===== src/rtl/elink_pkg.sv =====
// Shared elink definitions: emesh packet field offsets, burst stride and
// counter widths used across the RX path.
package elink_pkg;

  localparam int WRITE_BIT    = 0;
  localparam int CTRL_LSB     = 4;
  localparam int DST_LSB      = 8;
  localparam int BURST_STRIDE = 8;
  localparam int DROP_W       = 16;

endpackage


===== src/rtl/erx_chfifo.sv =====
// Single-clock first-word-fall-through channel buffer. almost_full looks
// ahead: it reflects the occupancy that will hold after the current edge.
module erx_chfifo #(
  parameter int PW    = 104,
  parameter int DEPTH = 4
) (
  input  logic                   clk,
  input  logic                   reset,
  input  logic                   push,
  input  logic [PW-1:0]          din,
  input  logic                   pop,
  output logic [PW-1:0]          dout,
  output logic [$clog2(DEPTH):0] count,
  output logic                   full,
  output logic                   almost_full
);
  localparam int PTRW = $clog2(DEPTH);

  logic [PW-1:0]   mem [DEPTH];
  logic [PTRW-1:0] wr_ptr, rd_ptr;
  logic [PTRW:0]   count_next;
  logic            do_push, do_pop;

  // A pop frees the head slot first, so a full buffer still takes a push.
  assign do_pop  = pop & (count != '0);
  assign do_push = push & (~full | do_pop);
  assign full    = count == (PTRW+1)'(DEPTH);

  // NOTE: every always_comb output gets a default first so no latch is inferred.
  always_comb begin
    count_next = count;
    if (do_push && !do_pop)
      count_next = count + 1'b1;
    else if (!do_push && do_pop)
      count_next = count - 1'b1;
  end

  assign almost_full = count_next >= (PTRW+1)'(DEPTH - 1);

  // NOTE: sequential state uses non-blocking (<=) so all registers update together.
  always_ff @(posedge clk) begin
    if (reset) begin
      wr_ptr <= '0;
      rd_ptr <= '0;
      count  <= '0;
    end else begin
      if (do_push) wr_ptr <= wr_ptr + 1'b1;
      if (do_pop)  rd_ptr <= rd_ptr + 1'b1;
      count <= count_next;
    end
  end

  // NOTE: storage is not reset; count gates validity, so contents are don't-care.
  always_ff @(posedge clk) begin
    if (do_push && !reset) mem[wr_ptr] <= din;
  end

  assign dout = mem[rd_ptr];

endmodule


===== src/rtl/erx_dispatch.sv =====
// RX packet dispatcher: regenerates burst addresses and routes each emesh
// packet into one of NCH per-channel FWFT buffers, with drop/overflow accounting.
module erx_dispatch
  import elink_pkg::*;
#(
  parameter int PW    = 104,
  parameter int AW    = 32,
  parameter int NCH   = 3,
  parameter int DEPTH = 4
) (
  input  logic              clk,
  input  logic              reset,
  input  logic              in_access,
  input  logic              in_burst,
  input  logic [PW-1:0]     in_packet,
  output logic              in_wait,
  output logic [NCH-1:0]    out_access,
  output logic [NCH*PW-1:0] out_packet,
  input  logic [NCH-1:0]    out_wait,
  output logic [DROP_W-1:0] drop_count,
  output logic [NCH-1:0]    overflow
);
  localparam int CSW = $clog2(NCH);
  localparam int CW  = $clog2(DEPTH) + 1;
  localparam logic [CSW:0] NCH_LIM = (CSW+1)'(NCH);

  logic [CSW-1:0] sel_raw, sel, last_sel;
  logic [AW-1:0]  last_addr, burst_addr, route_addr;
  logic           sel_oob, routed;
  logic [PW-1:0]  route_pkt;
  logic [NCH-1:0] push, pop, full, afull;
  logic [CW-1:0]  count [NCH];

  // Burst beats follow the previous routed packet; their own dstaddr is ignored.
  assign sel_raw    = in_packet[CTRL_LSB +: CSW];
  assign sel_oob    = {1'b0, sel_raw} >= NCH_LIM;
  assign burst_addr = last_addr + AW'(BURST_STRIDE);
  assign sel        = in_burst ? last_sel : sel_raw;
  assign route_addr = in_burst ? burst_addr : in_packet[DST_LSB +: AW];
  assign routed     = in_access & (in_burst | ~sel_oob);

  always_comb begin
    route_pkt                = in_packet;
    route_pkt[DST_LSB +: AW] = route_addr;
  end

  for (genvar c = 0; c < NCH; c++) begin : g_ch
    assign push[c]       = routed & (sel == CSW'(c));
    assign out_access[c] = count[c] != '0;
    assign pop[c]        = out_access[c] & ~out_wait[c];

    erx_chfifo #(
      .PW    (PW),
      .DEPTH (DEPTH)
    ) u_fifo (
      .clk         (clk),
      .reset       (reset),
      .push        (push[c]),
      .din         (route_pkt),
      .pop         (pop[c]),
      .dout        (out_packet[c*PW +: PW]),
      .count       (count[c]),
      .full        (full[c]),
      .almost_full (afull[c])
    );
  end

  // in_wait is registered from next-cycle occupancy, leaving one slot for a late sender.
  always_ff @(posedge clk) begin
    if (reset) begin
      last_addr  <= '0;
      last_sel   <= '0;
      drop_count <= '0;
      overflow   <= '0;
      in_wait    <= 1'b0;
    end else begin
      if (routed) begin
        last_addr <= route_addr;
        last_sel  <= sel;
      end
      if (in_access && !in_burst && sel_oob && !(&drop_count))
        drop_count <= drop_count + 1'b1;
      overflow <= overflow | (push & full & ~pop);
      in_wait  <= |afull;
    end
  end

endmodule


===== config.mk =====
export PLATFORM = sky130hd
export DESIGN_NAME = erx_dispatch
export DESIGN_NICKNAME = d
export VERILOG_FILES = /design/src/rtl/elink_pkg.sv /design/src/rtl/erx_chfifo.sv /design/src/rtl/erx_dispatch.sv
export SDC_FILE = /design/constraint.sdc
export NUM_CORES = 1
export LEC_CHECK = 0
export CAP_MARGIN = 0
export CORE_MARGIN = 10
export CORE_UTILIZATION = 45
export DETAILED_ROUTE_END_ITERATION = 16
export PLACE_DENSITY = 0.69
export SLEW_MARGIN = 0
export SYNTH_ARGS = -nofsm -noshare
export SYNTH_HDL_FRONTEND = slang
export SYNTH_SLANG_ARGS = --single-unit

===== constraint.sdc =====
create_clock -name clk -period 6 [get_ports clk]
set_input_delay 1.2 -clock clk [delete_from_list [all_inputs] [get_ports clk]]
set_output_delay 1.2 -clock clk [all_outputs]
set_load 0.02 [all_outputs]

==> results of run 1 <==
==> placed cells by master, fill, tap and decap left out, types with 8 or more instances in the layout <==
master,count
nand2_1,62
and3_1,12
edfxtp_1,1248
buf_12,20
xor2_1,8
dfxtp_1,75
clkinv_1,20
o21ai_0,22
inv_1,31
clkbuf_1,32
xnor2_1,36
ha_1,23
mux4_2,312
nor3_1,21
buf_4,30
and2_4,12
a21oi_1,71
clkbuf_16,137
o32ai_1,8
clkinv_2,16
nor2_1,96
clkdlybuf4s50_1,443
nand3_1,31
==> tightest hold or removal path: cells and delay by family, from the launching register on <==
family,cells,cell delay (ns)
and+or+nand+nor,1,0.05
AOI/OAI and AO/OA,1,0.06
DFF,1,0.31
==> stage by stage <==
stage / utilization / power (mW) / instance area (um2)
2_1_floorplan: - / 13.7 / 49900
3_3_place_gp: 0.511 / 16.2 / 56400
3_5_place_dp: 0.511 / 16.2 / 56400
4_1_cts: 0.548 / 24.0 / 60500
5_1_grt: 0.548 / 24.6 / 60500
6_report: 0.548 / 23.8 / 60500
==> area by class of cell <==
class / instances / area [um2]
diodes: 1 / 2.50
clock buffers: 172 / 3590
clock inverters: 55 / 494
fillers: 8111 / 49900
inverters: 32 / 120
multi-input cells: 825 / 10200
flip-flops and latches: 1329 / 39100
well taps: 1488 / 1860
repair buffers: 495 / 5070
==> cells by family (layout without fill, tap and decap cells) <==
logic type	Yosys count	in the layout
other	0	1
adders and majority gates	24	24
and+or+nand+nor	292	292
buffers and inverters	138	754
DFF	1329	1329
xor gates and xnor gates	44	44
muxes	321	321
AOI/OAI and AO/OA	144	144
==> sequential cells by signal, summed over array words and instances, names as in the netlist, named ones only <==
name,count
g_ch.u_fifo.mem,1248
last_addr,32
drop_count,16
g_ch.u_fifo.count,9
g_ch.u_fifo.rd_ptr,6
g_ch.u_fifo.wr_ptr,6
overflow,3
last_sel,2
in_wait,1
==> metal layers <==
metal / global-route usage / part of all wire / vias to the layer above
met5: 0 / 0.00010 / -
met4: 0.0387 / 0.013 / 2
met3: 0.0480 / 0.094 / 137
met2: 0.312 / 0.47 / 1256
met1: 0.297 / 0.42 / 13400
li1: - / - / 10500
==> worst max path at each step <==
stage | startpoint | endpoint | slack [ns] | depth (start not counted)
3_5_place_dp | in_packet[4] | g_ch[2].u_fifo.mem[0][85] | 1.25 | 7
5_1_grt | register | out_packet[107] | 1.02 | 3
4_1_cts | register | out_packet[113] | 1.12 | 3
3_3_place_gp | in_packet[4] | g_ch[2].u_fifo.mem[0][84] | 1.37 | 7
2_1_floorplan | in_burst | g_ch[0].u_fifo.mem[0][0] | 0.86 | 6
6_report | register | out_packet[107] | 1.29 | 3
==> power by group through the flow <==
stage          registers [mW]  clock network (mW)  logic [mW]
4_1_cts                  10.7                7.97        5.38
3_5_place_dp             10.9                   0        5.35
5_1_grt                  10.7                8.35        5.53
6_report                 10.7                7.81        5.27
3_3_place_gp             10.9                   0        5.30
2_1_floorplan            10.6                   0        3.07
==> reports/results.tsv, run 1 <==
stage	metric	value	unit
detailed_routing	DRC Markers	0	
synthesis	Post-Synth Simple-Gate Area	0.0299	
synthesis	ranking of synthesized cells by area	edfxtp_1, mux4_2, dfxtp_1	
worst_setup_path	Worst R2R Setup Slack	2.62	ns
clocking	clock slew at reported path FFs	0.06	ns
cells_and_area	area grow syn2layout	21.3	%
worst_setup_path	delay-heaviest family, CP	buffers and inverters	
power_and_ir_drop	Sw Ratio	0.273	
floorplanning	core area	0.110	mm2
global_routing	largest net degree at the start of global routing	84	
synthesis	Synth Flop Type	edfxtp_1	
power_and_ir_drop	Pleak	18.8	nW
detailed_routing	Routed Antenna Nets	0	
worst_hold_path	worst hold path depth	2	
sta	final setup fails	0	
place	Placed Cells	4169	
sta	Fin Setup TNS	0	ns
synthesis	Async SR Flop Fraction	0	
synthesis	Synth Area in Compound Gates	0.0178	
clocking	root buffer cell	clkbuf_16	
floorplanning	die width	353	um
floorplanning	die area	0.125	mm2
detailed_routing	post-DR vias/cell	5.75	
worst_setup_path	Worst setup SP type	register	
power_and_ir_drop	power share of the sequential group	0.449	
sta	Fmax	0.212	GHz
sta	Clock Skew	0.0315	ns
place	IO Port Bufs	445	
synthesis	mux contribution to synthesized area	0.143	
worst_setup_path	worst endpoint required time	4.80	ns
place	RePlAce Congestion	0.860	
sta	Rel. slew slack	0.118	
synthesis	Syn Nets	2426	
place	DP Worst Slack	1.25	ns
synthesis	top-count cell post-synth	edfxtp_1	
clocking	clk sinks	1329	
synthesis	synth unique cells	66	
worst_hold_path	Min-Delay Startpoint	last_addr[0]	
power_and_ir_drop	pwr dens	393	mW/mm2
clocking	clock latency at the later pin of the worst-skew pair	0.73	ns
global_routing	GRT Total Usage	0.203	
sta	period utilization	0.785	
synthesis	Synth area leader	edfxtp_1	
worst_setup_path	worst r2r src	last_addr[3]	
worst_setup_path	Critical R2R Capture	g_ch[0].u_fifo.mem[3][25]	
clocking	Post-CTS Setup Inserts	0	
place	hpwl dp	84000	um
worst_setup_path	r2r worst-path depth	7	
synthesis	cell area after synthesis	0.0499	mm2
power_and_ir_drop	Logic pwr share	0.222	
synthesis	Adder-Cell Fraction of Synth Area	0.00597	
worst_hold_path	Worst Hold End	last_addr[0]	
sta	Slew @ Worst Pin	1.32	ns
clocking	Num CTS Buffers	134	
clocking	CTS Hold Bufs	0	
floorplanning	Die H	353	um
worst_setup_path	WP data arrival	3.51	ns
synthesis	Yosys warnings	0	
synthesis	Commonest cells post-synth	edfxtp_1, mux4_2, nor2_1	
power_and_ir_drop	Clk pwr share	0.329	
clocking	TritonCTS clock tree	done	
sta	RSZ-0062 raised after global routing	no	
sta	Final Slew Violations	0	
clocking	H-tree levels	4	
power_and_ir_drop	sw power	6.48	mW
floorplanning	I/O pins	446	
detailed_routing	Initial DRC Count	2943	
sta	worst hold margin	0.465	ns
synthesis	xor/xnor share of the synthesized area	0.00773	
detailed_routing	WL final	128000	um
worst_setup_path	CP endpoint kind	output pin	
global_routing	vias in the first global route	25400	
sta	Worst Slack Setup Final	1.29	ns
synthesis	Avg Cell Area, Syn	21.8	um2
worst_hold_path	Hold WC Path Type	register to register	
synthesis	top-area cell type share of the netlist area	0.752	
detailed_routing	DR WL/cell	29.1	um
clocking	Clock Path Buffers	3	
cells_and_area	Final Instance Count excl. Fillers	4397	
synthesis	sequential share of the synthesized area	0.784	
run_status	outcome	completed	
synthesis	Cells after Synth	2292	
flow_run	Max Cap Violations	0	
global_routing	first-pass GRT wire length	185000	um
power_and_ir_drop	Max VDD drop	0.266	mV
clocking	post-CTS sizing	0	
synthesis	Synth Register Bits	1329	
sta	Fin. Hold Viols	0	
global_routing	grt ovf	0	
floorplanning	Starting Density	0.452	
detailed_routing	Pre-antenna DRT Iters	6	
cells_and_area	nets@finish	2951	
synthesis	EDFF count, synth	1248	
worst_setup_path	Setup Crit Path Kind	register to output pin	
global_routing	initial antenna violation count	5	
sta	Tmin final	4.71	ns
worst_setup_path	max incr delay on CP	0.99	ns
cells_and_area	fraction of layout cells with a size suffix above 1	0.199	
worst_setup_path	CP cell instances	buf_4 -> mux4_2 -> clkdlybuf4s50_1	
worst_setup_path	CP max FO	44	
worst_setup_path	crit path buf inv count	2	
floorplanning	Row Count	122	
detailed_routing	vias after detailed routing	25300	
worst_setup_path	Worst path slowest cell	dfxtp_4	
power_and_ir_drop	Int Pwr	17.3	mW
synthesis	largest family of logic cells by synthesized area	multiplexers	
No activity file was read; power rests on OpenSTA's default activity.
==> run 2, diff against run 1 <==
==> constraint.sdc (replaced) <==
create_clock -name clk -period 4.5 [get_ports clk]
set_input_delay 0.9 -clock clk [delete_from_list [all_inputs] [get_ports clk]]
set_output_delay 0.9 -clock clk [all_outputs]
set_load 0.02 [all_outputs]
==> run 2 against run 1 <==
Compared with the run above: worst setup slack lost 0.80 ns; clock-buffer cell count decreased by 5; total power increased by 35%; sequential power grew 31%; worst hold slack worse by 0.0033 ns; register-to-register slack got worse by 1.7 ns; utilization increased by 0.52 points; non-clock buffer count grew 17; combinational power up 35%; die area is the same; final cell count is 0.80% higher; largest cell class unchanged.
==> reports/results.tsv, run 2 (same netlist as run 1, synthesis figures left out) <==
stage	metric	value	unit	change
run_status	outcome	completed		unchanged
global_routing	largest net degree at the start of global routing	70		was 84
global_routing	grt ovf	0		unchanged
clocking	root buffer cell	clkbuf_16		unchanged
sta	Fin. Hold Viols	0		unchanged
sta	Slew @ Worst Pin	1.26	ns	was 1.32 ns
place	Placed Area	0.0567	mm2	was 0.0564 mm2
cells_and_area	Util after Layout	0.553		was 0.548
cells_and_area	commonest non-fill, non-tap cells in the layout	edfxtp_1, clkdlybuf4s50_1, mux4_2		unchanged
place	hpwl dp	81800	um	was 84,000 um
cells_and_area	Largest regs	g_ch.u_fifo.mem x1248, last_addr x32, drop_count x16		unchanged
cells_and_area	area grow syn2layout	22.5	%	was 21.3%
sta	Worst Slack Setup Final	0.488	ns	was 1.29 ns
sta	Final Slew Violations	0		unchanged
global_routing	first-pass GRT wire length	184000	um	was 185,000 um
detailed_routing	vias after detailed routing	25100		was 25,300
global_routing	GRT Total Usage	0.197		was 0.203
floorplanning	Die H	353	um	unchanged
worst_setup_path	CP cell instances	buf_12 -> mux4_2 -> clkdlybuf4s50_1		was buf_4 -> mux4_2 -> clkdlybuf4s50_1
power_and_ir_drop	Max VDD drop	0.356	mV	was 0.266 mV
cells_and_area	nets@finish	2969		was 2,951
clocking	Num CTS Buffers	135		was 134
global_routing	initial antenna violation count	4		was 5
detailed_routing	Routed Antenna Nets	0		unchanged
sta	Clock Skew	0.0329	ns	was 0.0315 ns
sta	RSZ-0062 raised after global routing	no		unchanged
floorplanning	core area	0.110	mm2	unchanged
place	RePlAce Congestion	0.814		was 0.860
worst_hold_path	worst hold path depth	2		unchanged
floorplanning	Row Count	122		unchanged
clocking	CTS Hold Bufs	0		unchanged
sta	final setup fails	0		unchanged
worst_setup_path	r2r worst-path depth	6		was 7
cells_and_area	most common cell after layout, fill and taps aside	edfxtp_1		unchanged
place	IO Port Bufs	445		unchanged
sta	Fin Setup TNS	0	ns	unchanged
clocking	clk sinks	1329		unchanged
sta	Tmin final	4.01	ns	
detailed_routing	Initial DRC Count	3031		was 2,943
floorplanning	die width	353	um	unchanged
cells_and_area	fraction of layout cells with a size suffix above 1	0.209		was 0.199
floorplanning	I/O pins	446		unchanged
clocking	TritonCTS clock tree	done		unchanged
power_and_ir_drop	Pleak	19.0	nW	was 18.8 nW
detailed_routing	post-DR vias/cell	5.67		was 5.75
worst_setup_path	max incr delay on CP	0.72	ns	was 0.99 ns
worst_setup_path	Worst path slowest cell	dfxtp_4		unchanged
clocking	clock latency at the later pin of the worst-skew pair	0.74	ns	was 0.73 ns
power_and_ir_drop	pwr dens	524	mW/mm2	was 393 mW/mm2
worst_setup_path	CP max FO	45		was 44
cells_and_area	FF+latch area	0.0391	mm2	unchanged
sta	Fmax	0.249	GHz	
flow_run	Max Cap Violations	0		unchanged
cells_and_area	area of the multi-input gates	0.0102	mm2	about the same
worst_setup_path	Worst R2R Setup Slack	0.91	ns	was 2.62 ns
detailed_routing	DR WL/cell	28.0	um	was 29.1 um
detailed_routing	DRC Markers	0		unchanged
sta	period utilization	0.892		
detailed_routing	Pre-antenna DRT Iters	6		unchanged
worst_setup_path	CP endpoint kind	output pin		unchanged
worst_setup_path	Setup Crit Path Kind	register to output pin		unchanged
worst_setup_path	WP data arrival	3.11	ns	was 3.51 ns
worst_hold_path	Hold WC Path Type	register to register		unchanged
worst_setup_path	worst endpoint required time	3.60	ns	was 4.80 ns
place	DP Worst Slack	0.682	ns	was 1.25 ns
clocking	Clock Path Buffers	3		unchanged
floorplanning	die area	0.125	mm2	unchanged
clocking	post-CTS sizing	0		unchanged
global_routing	vias in the first global route	26000		was 25,400
cells_and_area	Most flops, register	g_ch.u_fifo.mem		unchanged
clocking	Post-CTS Setup Inserts	0		unchanged
floorplanning	Starting Density	0.452		unchanged
clocking	H-tree levels	4		unchanged
clocking	clock slew at reported path FFs	0.06	ns	about the same
worst_setup_path	Worst setup SP type	register		unchanged
sta	Rel. slew slack	0.161		was 0.118
detailed_routing	WL final	124000	um	was 128,000 um
cells_and_area	max reg flops	1248		unchanged
cells_and_area	fillers	8078		was 8,111
cells_and_area	Final Cell Area	0.0611	mm2	was 0.0605 mm2
==> run 2: layout make-up <==
cell class | count | area share
Inverter | 32 | 0.00197
Clock buffer | 167 | 0.0588
Timing Repair Buffer | 512 | 0.0886
Clock inverter | 76 | 0.0120
Sequential cell | 1329 | 0.641
Antenna cell | 3 | 0.000123
Multi-Input combinational cell | 825 | 0.167
Tap cell | 1488 | 0.0305
==> run 2: report_power, final <==
| group | switching, mW | internal [mW] | total (mW) |
|---|---|---|---|
| Combinational | 3.81 | 3.33 | 7.14 |
| Sequential | 0.250 | 13.8 | 14.0 |
| Clock | 4.61 | 6.24 | 10.9 |
==> run 2: through the flow <==
stage	cells	total power, mW	hold WS (ns)
final	4432	32.0	0.462
after global routing	4429	33.2	0.494
after CTS	4429	32.4	0.465
after detailed placement	4186	21.5	0.455
after global placement	4186	21.4	0.444
after floorplan	2292	18.2	0.433
==> run 2: critical path: cells and delay by family (launching register included) <==
family | cells | cell delay, ns
mux | 1 | 0.63
flops | 1 | 0.72
buf+inv | 2 | 0.99
==> run 2: path summary, 6_finish.rpt <==
check / from / endpoint
min: last_addr[2] / last_addr[2]
min reg2reg: last_addr[2] / last_addr[2]
max: register / out_packet[22]
max reg2reg: last_addr[5] / g_ch[0].u_fifo.mem[0][28]
==> run 2: routing by layer <==
layer,wire length [um],global-route usage,vias to the layer above
met5,46,0,-
met1,52000,0.279,13300
li1,-,-,10600
met3,10100,0.0429,130
met4,1780,0.0432,6
met2,60200,0.314,1116
==> run 3, diff against run 2 <==
--- a/config.mk
+++ b/config.mk
@@ -6,10 +6,12 @@
 export NUM_CORES = 1
 export LEC_CHECK = 0
 export CAP_MARGIN = 0
+export CELL_PAD_IN_SITES_DETAIL_PLACEMENT = 1
+export CELL_PAD_IN_SITES_GLOBAL_PLACEMENT = 1
 export CORE_MARGIN = 10
 export CORE_UTILIZATION = 45
 export DETAILED_ROUTE_END_ITERATION = 16
-export PLACE_DENSITY = 0.69
+export PLACE_DENSITY = 0.76
 export SLEW_MARGIN = 0
 export SYNTH_ARGS = -nofsm -noshare
 export SYNTH_HDL_FRONTEND = slang
==> run 3 against run 2 <==
Compared with the run above: routed wire length up 6.3%; via count up 0.18%; fmax up 0.21%; worst setup slack better by 0.0085 ns; register-to-register slack better by 0.02 ns; die area unchanged; critical endpoint is now out_packet[4]; largest cell class unchanged.
==> reports/results.tsv, run 3 (same netlist as run 1, synthesis figures left out) <==
stage	metric	value	unit	change
run_status	outcome	completed		unchanged
floorplanning	die width	353	um	unchanged
power_and_ir_drop	pwr dens	528	mW/mm2	was 524 mW/mm2
cells_and_area	most common cell after layout, fill and taps aside	edfxtp_1		unchanged
cells_and_area	Most flops, register	g_ch.u_fifo.mem		unchanged
cells_and_area	nets@finish	2957		was 2,969
cells_and_area	Util after Layout	0.552		was 0.553
clocking	root buffer cell	clkbuf_16		unchanged
worst_setup_path	CP max FO	64		was 45
global_routing	initial antenna violation count	13		was 4
floorplanning	Row Count	122		unchanged
clocking	CTS Hold Bufs	0		unchanged
global_routing	GRT Total Usage	0.210		was 0.197
cells_and_area	fraction of layout cells with a size suffix above 1	0.203		was 0.209
place	hpwl dp	83000	um	was 81,800 um
clocking	clock latency at the later pin of the worst-skew pair	0.75	ns	was 0.74 ns
detailed_routing	Initial DRC Count	2489		was 3,031
power_and_ir_drop	Power Total	32.1	mW	was 32.0 mW
worst_setup_path	Worst path slowest cell	dfxtp_4		unchanged
worst_setup_path	max incr delay on CP	0.75	ns	was 0.72 ns
clocking	H-tree levels	4		unchanged
sta	Tmin final	4.00	ns	was 4.01 ns
worst_setup_path	crit path buf inv count	2		unchanged
detailed_routing	post-DR vias/cell	5.70		was 5.67
detailed_routing	DRC Markers	0		unchanged
clocking	TritonCTS clock tree	done		unchanged
clocking	post-CTS sizing	0		unchanged
sta	final setup fails	0		unchanged
worst_setup_path	worst endpoint required time	3.60	ns	about the same
global_routing	vias in the first global route	27300		was 26,000
detailed_routing	WL final	132000	um	was 124,000 um
worst_setup_path	Setup Crit Path Kind	register to output pin		unchanged
worst_setup_path	delay-heaviest family, CP	buffers and inverters		unchanged
place	IO Port Bufs	445		unchanged
worst_setup_path	WP data arrival	3.10	ns	was 3.11 ns
cells_and_area	max reg flops	1248		unchanged
detailed_routing	vias after detailed routing	25200		was 25,100
floorplanning	die area	0.125	mm2	unchanged
cells_and_area	commonest non-fill, non-tap cells in the layout	edfxtp_1, clkdlybuf4s50_1, mux4_2		unchanged
sta	Fin. Hold Viols	0		unchanged
clocking	Num CTS Buffers	137		was 135
sta	Rel. slew slack	0.192		was 0.161
sta	Clock Skew	0.0444	ns	was 0.0329 ns
clocking	clk sinks	1329		unchanged
detailed_routing	DR WL/cell	29.9	um	was 28.0 um
detailed_routing	Routed Antenna Nets	0		unchanged
clocking	clock slew at reported path FFs	0.06	ns	about the same
cells_and_area	fillers	9624		was 8,078
worst_setup_path	Worst setup SP type	register		unchanged
power_and_ir_drop	Pleak	18.9	nW	was 19.0 nW
global_routing	grt ovf	0		unchanged
clocking	Post-CTS Setup Inserts	0		unchanged
floorplanning	Die H	353	um	unchanged
floorplanning	I/O pins	446		unchanged
sta	Final Slew Violations	0		unchanged
floorplanning	Starting Density	0.452		unchanged
sta	Slew @ Worst Pin	1.21	ns	was 1.26 ns
floorplanning	core area	0.110	mm2	unchanged
sta	period utilization	0.890		was 0.892
place	RePlAce Congestion	0.806		was 0.814
power_and_ir_drop	Max VDD drop	0.374	mV	was 0.356 mV
cells_and_area	Largest regs	g_ch.u_fifo.mem x1248, last_addr x32, drop_count x16		unchanged
sta	Fin Setup TNS	0	ns	unchanged
global_routing	first-pass GRT wire length	194000	um	was 184,000 um
sta	Fmax	0.250	GHz	was 0.249 GHz
sta	RSZ-0062 raised after global routing	no		unchanged
flow_run	Max Cap Violations	0		unchanged
clocking	Clock Path Buffers	3		unchanged
worst_hold_path	Hold WC Path Type	register to register		unchanged
global_routing	largest net degree at the start of global routing	105		was 70
worst_setup_path	CP endpoint kind	output pin		unchanged
cells_and_area	area grow syn2layout	22.1	%	was 22.5%
worst_setup_path	CP cell instances	buf_12 -> mux4_2 -> clkdlybuf4s50_1		unchanged
detailed_routing	Pre-antenna DRT Iters	5		was 6
==> run 3: per-layer routing <==
metal  vias to the layer above  share of wire  global-route usage  routed length (um)
met2                      1031           0.49               0.341               64900
met5                         -        0.00095                   0                 125
met4                        18          0.025              0.0622                3280
met1                     13400           0.40               0.276               52400
met3                       195          0.085              0.0597               11200
li1                      10500              -                   -                   -
==> run 3: per-stage QoR <==
| step | instance area [um2] | instances | setup slack [ns] | hold WS, ns |
|---|---|---|---|---|
| 2_1_floorplan | 49900 | 2292 | 0.818 | 0.433 |
| 3_3_place_gp | 56500 | 4172 | 0.550 | 0.441 |
| 3_5_place_dp | 56500 | 4172 | 0.509 | 0.469 |
| 4_1_cts | 60900 | 4418 | 0.426 | 0.478 |
| 5_1_grt | 60900 | 4418 | 0.394 | 0.508 |
| 6_report | 60900 | 4420 | 0.496 | 0.475 |
==> run 3: where the power goes <==
group / internal (mW) / switching, mW / leakage [nW]
Clock: 6.40 / 4.64 / 2.13
Combinational: 3.30 / 3.87 / 4.87
Sequential: 13.8 / 0.167 / 11.9
Total: 23.5 / 8.67 / 18.9
==> run 3: cell type report <==
cell class	instances	area (um2)	share of cell area
well taps	1488	1860	0.0306
clock inverters	71	643	0.0106
inverters	32	120	0.00197
multi-input cells	825	10200	0.168
clock buffers	175	3730	0.0613
diodes	2	5.00	0.0000822
repair buffers	498	5180	0.0851
flip-flops and latches	1329	39100	0.643
==> run 3: worst min-delay path, cell delays in order, from the launching register on <==
cell     delay, ns
dfxtp_1       0.32
nand2_1       0.06
a21oi_1       0.05
==> run 3: path summary, 6_finish.rpt <==
| check | slack, ns | depth (start not counted) | start | end |
|---|---|---|---|---|
| worst min-delay path | 0.48 | 2 | last_addr[31] | last_addr[31] |
| worst max register to register | 0.93 | 7 | last_addr[3] | g_ch[2].u_fifo.mem[1][31] |
| worst min register to register | 0.48 | 2 | last_addr[31] | last_addr[31] |
| worst max-delay path | 0.50 | 3 | register | out_packet[4] |
